<file path="src/rtl/xinlv_uart_tx.sv">
// Heart-rate UART reporter: converts an 8-bit bpm value to three ASCII decimal digits
// plus CR LF and sends the 5-byte frame as 8N1 using an internal baud counter.
module xinlv_uart_tx #(
    parameter int unsigned CLK_FREQ = 50_000_000,
    parameter int unsigned BAUD     = 9600,
    parameter int unsigned BPS_DIV  = CLK_FREQ / BAUD
) (
    input  logic       clk,
    input  logic       rst_n,
    input  logic       send_req,
    input  logic [7:0] xinlv,
    output logic       data_tx,
    output logic       busy,
    output logic       done
);

    localparam int unsigned CNT_W = (BPS_DIV > 1) ? $clog2(BPS_DIV) : 1;
    localparam logic [CNT_W-1:0] BaudMax = CNT_W'(BPS_DIV - 1);

    typedef enum logic [2:0] {
        StIdle,
        StConvH,
        StConvT,
        StLoad,
        StStart,
        StData,
        StStop
    } state_e;

    state_e           state_q, state_d;
    logic [7:0]       val_q, val_d;
    logic [1:0]       h_q, h_d;
    logic [3:0]       t_q, t_d;
    logic [3:0]       o_q, o_d;
    logic [2:0]       idx_q, idx_d;
    logic [7:0]       shift_q, shift_d;
    logic [CNT_W-1:0] baud_cnt_q, baud_cnt_d;
    logic [2:0]       bit_cnt_q, bit_cnt_d;
    logic             data_tx_q, data_tx_d;
    logic             busy_q, busy_d;
    logic             done_q, done_d;

    logic [7:0]       cur_byte;
    logic             baud_wrap;

    assign baud_wrap = (baud_cnt_q == BaudMax);

    always_comb begin
        unique case (idx_q)
            3'd0:    cur_byte = 8'h30 | {6'b0, h_q};
            3'd1:    cur_byte = 8'h30 | {4'b0, t_q};
            3'd2:    cur_byte = 8'h30 | {4'b0, o_q};
            3'd3:    cur_byte = 8'h0D;
            default: cur_byte = 8'h0A;
        endcase
    end

    always_comb begin
        state_d    = state_q;
        val_d      = val_q;
        h_d        = h_q;
        t_d        = t_q;
        o_d        = o_q;
        idx_d      = idx_q;
        shift_d    = shift_q;
        baud_cnt_d = baud_cnt_q;
        bit_cnt_d  = bit_cnt_q;
        busy_d     = busy_q;
        done_d     = 1'b0;
        data_tx_d  = 1'b1;

        unique case (state_q)
            StIdle: begin
                // The cycle showing done still refuses a request; the next one accepts.
                if (send_req && !done_q) begin
                    val_d   = xinlv;
                    h_d     = '0;
                    t_d     = '0;
                    o_d     = '0;
                    busy_d  = 1'b1;
                    state_d = StConvH;
                end
            end
            StConvH: begin
                if (val_q >= 8'd100) begin
                    val_d = val_q - 8'd100;
                    h_d   = h_q + 2'd1;
                end else begin
                    state_d = StConvT;
                end
            end
            StConvT: begin
                if (val_q >= 8'd10) begin
                    val_d = val_q - 8'd10;
                    t_d   = t_q + 4'd1;
                end else begin
                    o_d     = val_q[3:0];
                    idx_d   = '0;
                    state_d = StLoad;
                end
            end
            StLoad: begin
                shift_d    = cur_byte;
                baud_cnt_d = '0;
                bit_cnt_d  = '0;
                state_d    = StStart;
            end
            StStart: begin
                data_tx_d = 1'b0;
                if (baud_wrap) begin
                    baud_cnt_d = '0;
                    state_d    = StData;
                end else begin
                    baud_cnt_d = baud_cnt_q + CNT_W'(1);
                end
            end
            StData: begin
                data_tx_d = shift_q[0];
                if (baud_wrap) begin
                    baud_cnt_d = '0;
                    shift_d    = {1'b0, shift_q[7:1]};
                    if (bit_cnt_q == 3'd7) begin
                        state_d = StStop;
                    end else begin
                        bit_cnt_d = bit_cnt_q + 3'd1;
                    end
                end else begin
                    baud_cnt_d = baud_cnt_q + CNT_W'(1);
                end
            end
            StStop: begin
                if (baud_wrap) begin
                    baud_cnt_d = '0;
                    if (idx_q < 3'd4) begin
                        idx_d   = idx_q + 3'd1;
                        state_d = StLoad;
                    end else begin
                        busy_d  = 1'b0;
                        done_d  = 1'b1;
                        state_d = StIdle;
                    end
                end else begin
                    baud_cnt_d = baud_cnt_q + CNT_W'(1);
                end
            end
            default: state_d = StIdle;
        endcase
    end

    always_ff @(posedge clk or negedge rst_n) begin
        if (!rst_n) begin
            state_q    <= StIdle;
            val_q      <= '0;
            h_q        <= '0;
            t_q        <= '0;
            o_q        <= '0;
            idx_q      <= '0;
            shift_q    <= '0;
            baud_cnt_q <= '0;
            bit_cnt_q  <= '0;
            data_tx_q  <= 1'b1;
            busy_q     <= 1'b0;
            done_q     <= 1'b0;
        end else begin
            state_q    <= state_d;
            val_q      <= val_d;
            h_q        <= h_d;
            t_q        <= t_d;
            o_q        <= o_d;
            idx_q      <= idx_d;
            shift_q    <= shift_d;
            baud_cnt_q <= baud_cnt_d;
            bit_cnt_q  <= bit_cnt_d;
            data_tx_q  <= data_tx_d;
            busy_q     <= busy_d;
            done_q     <= done_d;
        end
    end

    assign data_tx = data_tx_q;
    assign busy    = busy_q;
    assign done    = done_q;

endmodule

</file>
<file path="config.mk">
export PLATFORM = sky130hd
export DESIGN_NAME = xinlv_uart_tx
export DESIGN_NICKNAME = d
export VERILOG_FILES = /design/src/rtl/xinlv_uart_tx.sv
export SDC_FILE = /design/constraint.sdc
export NUM_CORES = 1
export LEC_CHECK = 0
export ABC_AREA = 1
export CORE_MARGIN = 8
export CORE_UTILIZATION = 44
export DETAILED_ROUTE_END_ITERATION = 10
export GPL_TIMING_DRIVEN = 0
export PLACE_DENSITY = 0.6
export SYNTH_ARGS = -nofsm -noshare
export SYNTH_HDL_FRONTEND = slang
export SYNTH_SLANG_ARGS = --single-unit
</file>
<file path="constraint.sdc">
create_clock -name clk -period 1.8 [get_ports clk]
set_input_delay 0.36 -clock clk [delete_from_list [all_inputs] [get_ports clk]]
set_output_delay 0.36 -clock clk [all_outputs]
set_load 0.01 [all_outputs]
</file>
==> out/metrics.yaml <==
floorplanning:
  die_w_um: 99.8
  die_h_um: 99.8
  dieArea_mm2: 0.00997
  start_util: 0.455
  io_pins: 14
  row_count: 30
  core_area_mm2: 0.00679
power:
  powerDensity_mw_per_mm2: 566
  fin_total_pwr_w: 0.00201
  ir_drop_v: 0.000245
  leakage_nw: 1.75
timing:
  setup-violations-final: 0
  worst_slew_margin_rel: 0.723
  maxSlewViolCount: 0
  timing.fmax_ghz: 0.584
  skew_ns: 0.0138
  worst_pin_slew_ns: 0.416
  hold_viol: 0
  setup_tns_ns: 0
  rsz0062_at_grt: "yes"
  fin_crit_sh: 0.951
  fin_crit_ns: 1.71
  whs_ns: 0.475
cells_and_area:
  drive_gt1_frac: 0.110
  final_common_cell: "nand2_1"
  syn2layout_area_growth_pct: 14.6
  fillers: 690
  mostFrequentLayoutCells: "nand2_1 (155), inv_1 (48), dfrtp_1 (48)"
  nets: 489
  antenna_cells: 0
  finalNonFillerCells: 561
  design_area_mm2: 0.00354
route:
  drt_first_pass_iters: 5
  drt_iter0_drc: 187
  vias: 2830
  drc: 0
  viasPerCell: 5.04
  wl_um: 7060
  ant_nets: 0
  wl_per_cell_um: 12.6
global_routing:
  grt_max_degree: 39
  grt_util_met1: 0.206
  grtUsageMet3: 0.0270
  overflow: 0
  antenna_found_initial: 0
  use_met2: 0.249
  track_usage: 0.155
  grt_pass1_wl_um: 12600
  grt-busiest-layer: "met2"
  first_global_vias: 2693
synthesis:
  ys_warn_count: 0
  syn_area_per_cell_um2: 7.01
  synth_xor_area_frac: 0.00850
  synth_top_family_by_area: "simple AND/OR/NAND/NOR gates"
  synth.area.mux_share: 0
  synth_flop_cell: "dfrtp_1"
  synth_nets: 466
  synth_cell_types: 28
  ys_seq_area_frac: 0.397
  synth-simple-area-share: 0.388
  syn_inst: 441
  netlist_area_mm2: 0.00309
  ys_ff_latch: 49
  synth_compound_area_frac: 0.0757
  synth_edf_count: 0
  async_reset_ff_frac: 1.00
  synth_fa_ha_area_frac: 0.0567
setup_path:
  critPathSlowestCell: "clkdlybuf4s50_1"
  cp_max_fo: 1
  cp-start-kind: "flop"
  required_ns: 1.44
  path_delay_family: "buffers and inverters"
  worstPathArrival_ns: 1.35
  worstSetupPathType: "flop to output pin"
  end_kind: "output pin"
  worstPathCellList: "clkdlybuf4s50_1"
  critPathMaxStageDelay_ns: 0.53
  critical_path_buf_inv_count: 1
clock_tree:
  clkSinkCount: 49
  cts_root_buffer: "clkbuf_8"
  htreeDepth: 2
  clockBufferDepth: 2
  cts_tree: "yes"
  clock_latency_ns: 0.31
  path_clk_slew_ns: 0.10
  cts_buffers: 5
run_status:
  status: "finished, final reports clean"
place:
  placed_area_mm2: 0.00336
  dp_hpwl_um: 5380
  port-buffer-count: 13
  place_inst: 551
  gp_congestion: 0.935
run:
  cap_violations: 0
min_path:
  min_path_type: "input port to asynchronous set/reset pin"
-- repair_timing --
item	4_1_cts	5_1_grt
setup buffers	0	1
gates resized for setup	4	9
hold buffers	1	0
hold endpoints to repair	11	0
setup endpoints to repair	13	36
pin swaps	0	1
-- cells in the mapped netlist (3+ instances only) --
cell | instances | area (um2)
a21oi_1 | 11 | 55.1
dfrtp_1 | 48 | 1200
ha_1 | 14 | 175
inv_1 | 49 | 184
inv_2 | 8 | 30.0
nand2_1 | 161 | 604
nand3_1 | 36 | 180
nand3_2 | 3 | 30.0
nand4_1 | 19 | 119
nor2_1 | 32 | 120
nor2_2 | 7 | 43.8
nor3_1 | 4 | 20.0
o211ai_1 | 3 | 22.5
o21ai_0 | 17 | 85.1
o21ai_1 | 7 | 35.0
or2_2 | 4 | 25.0
xor2_1 | 3 | 26.3
-- layout make-up --
cell class                 count  area (um2)  area share
inverter                      57         214      0.0604
tap                           96         120      0.0339
buffer                         2        15.0     0.00424
clock buffer                   6        82.6      0.0233
clock inverter                 2        37.5      0.0106
multi-input combinational    333        1680       0.475
sequential                    49        1230       0.347
timing repair buffer          16         163      0.0459
-- final timing paths --
kind                                   start      endpoint  slack [ns]  depth (start not counted)
worst max-delay path                 data_tx       data_tx        0.09                          1
worst min-delay path                   rst_n      val_q[3]        0.47                          2
worst max register to register      val_q[2]    state_q[0]        0.14                         10
min in group clk                bit_cnt_q[1]  bit_cnt_q[1]        0.49                          2
worst min register to register  bit_cnt_q[1]  bit_cnt_q[1]        0.49                          2
max in group asynchronous              rst_n       data_tx        0.76                          3
-- kinds of logic (layout without fill, tap and decap cells) --
| family | after synthesis | after routing |
|---|---|---|
| AOI/OAI and AO/OA | 43 | 43 |
| xor gates and xnor gates | 3 | 3 |
| adders and majority gates | 14 | 14 |
| DFF | 49 | 49 |
| and+or+nand+nor | 273 | 273 |
| buffers and inverters | 59 | 83 |
-- report_power, final --
group	leakage, nW	internal (W)	switching (W)
Sequential	0.616	0.00110	0
Combinational	1.08	0.0000282	0.0000287
Clock	0.0574	0.000453	0.000396
Total	1.75	0.00158	0.000425
-- state kept, by name, summed over array words and instances, names as in the netlist --
name / cells
val_q: 8
busy: 1
baud_cnt_q: 13
done: 1
h_q: 2
state_q: 3
shift_q: 6
t_q: 4
idx_q: 3
bit_cnt_q: 3
o_q: 4
data_tx: 1
-- per-layer routing --
| metal | wire length (um) | share of wire |
|---|---|---|
| met1 | 3560 | 0.50 |
| met2 | 3200 | 0.45 |
| met3 | 218 | 0.031 |
| met4 | 78 | 0.011 |
| met5 | 0 | 0 |
-- per-stage QoR --
stage | util | setup slack (ns)
CTS | 0.515 | 0.00385
global placement | 0.492 | -1.22
finish | 0.521 | 0.0874
global route | 0.521 | -0.0197
floorplan | - | 0.299
detailed placement | 0.494 | -0.0344
Power figures use the tool's default switching activity.
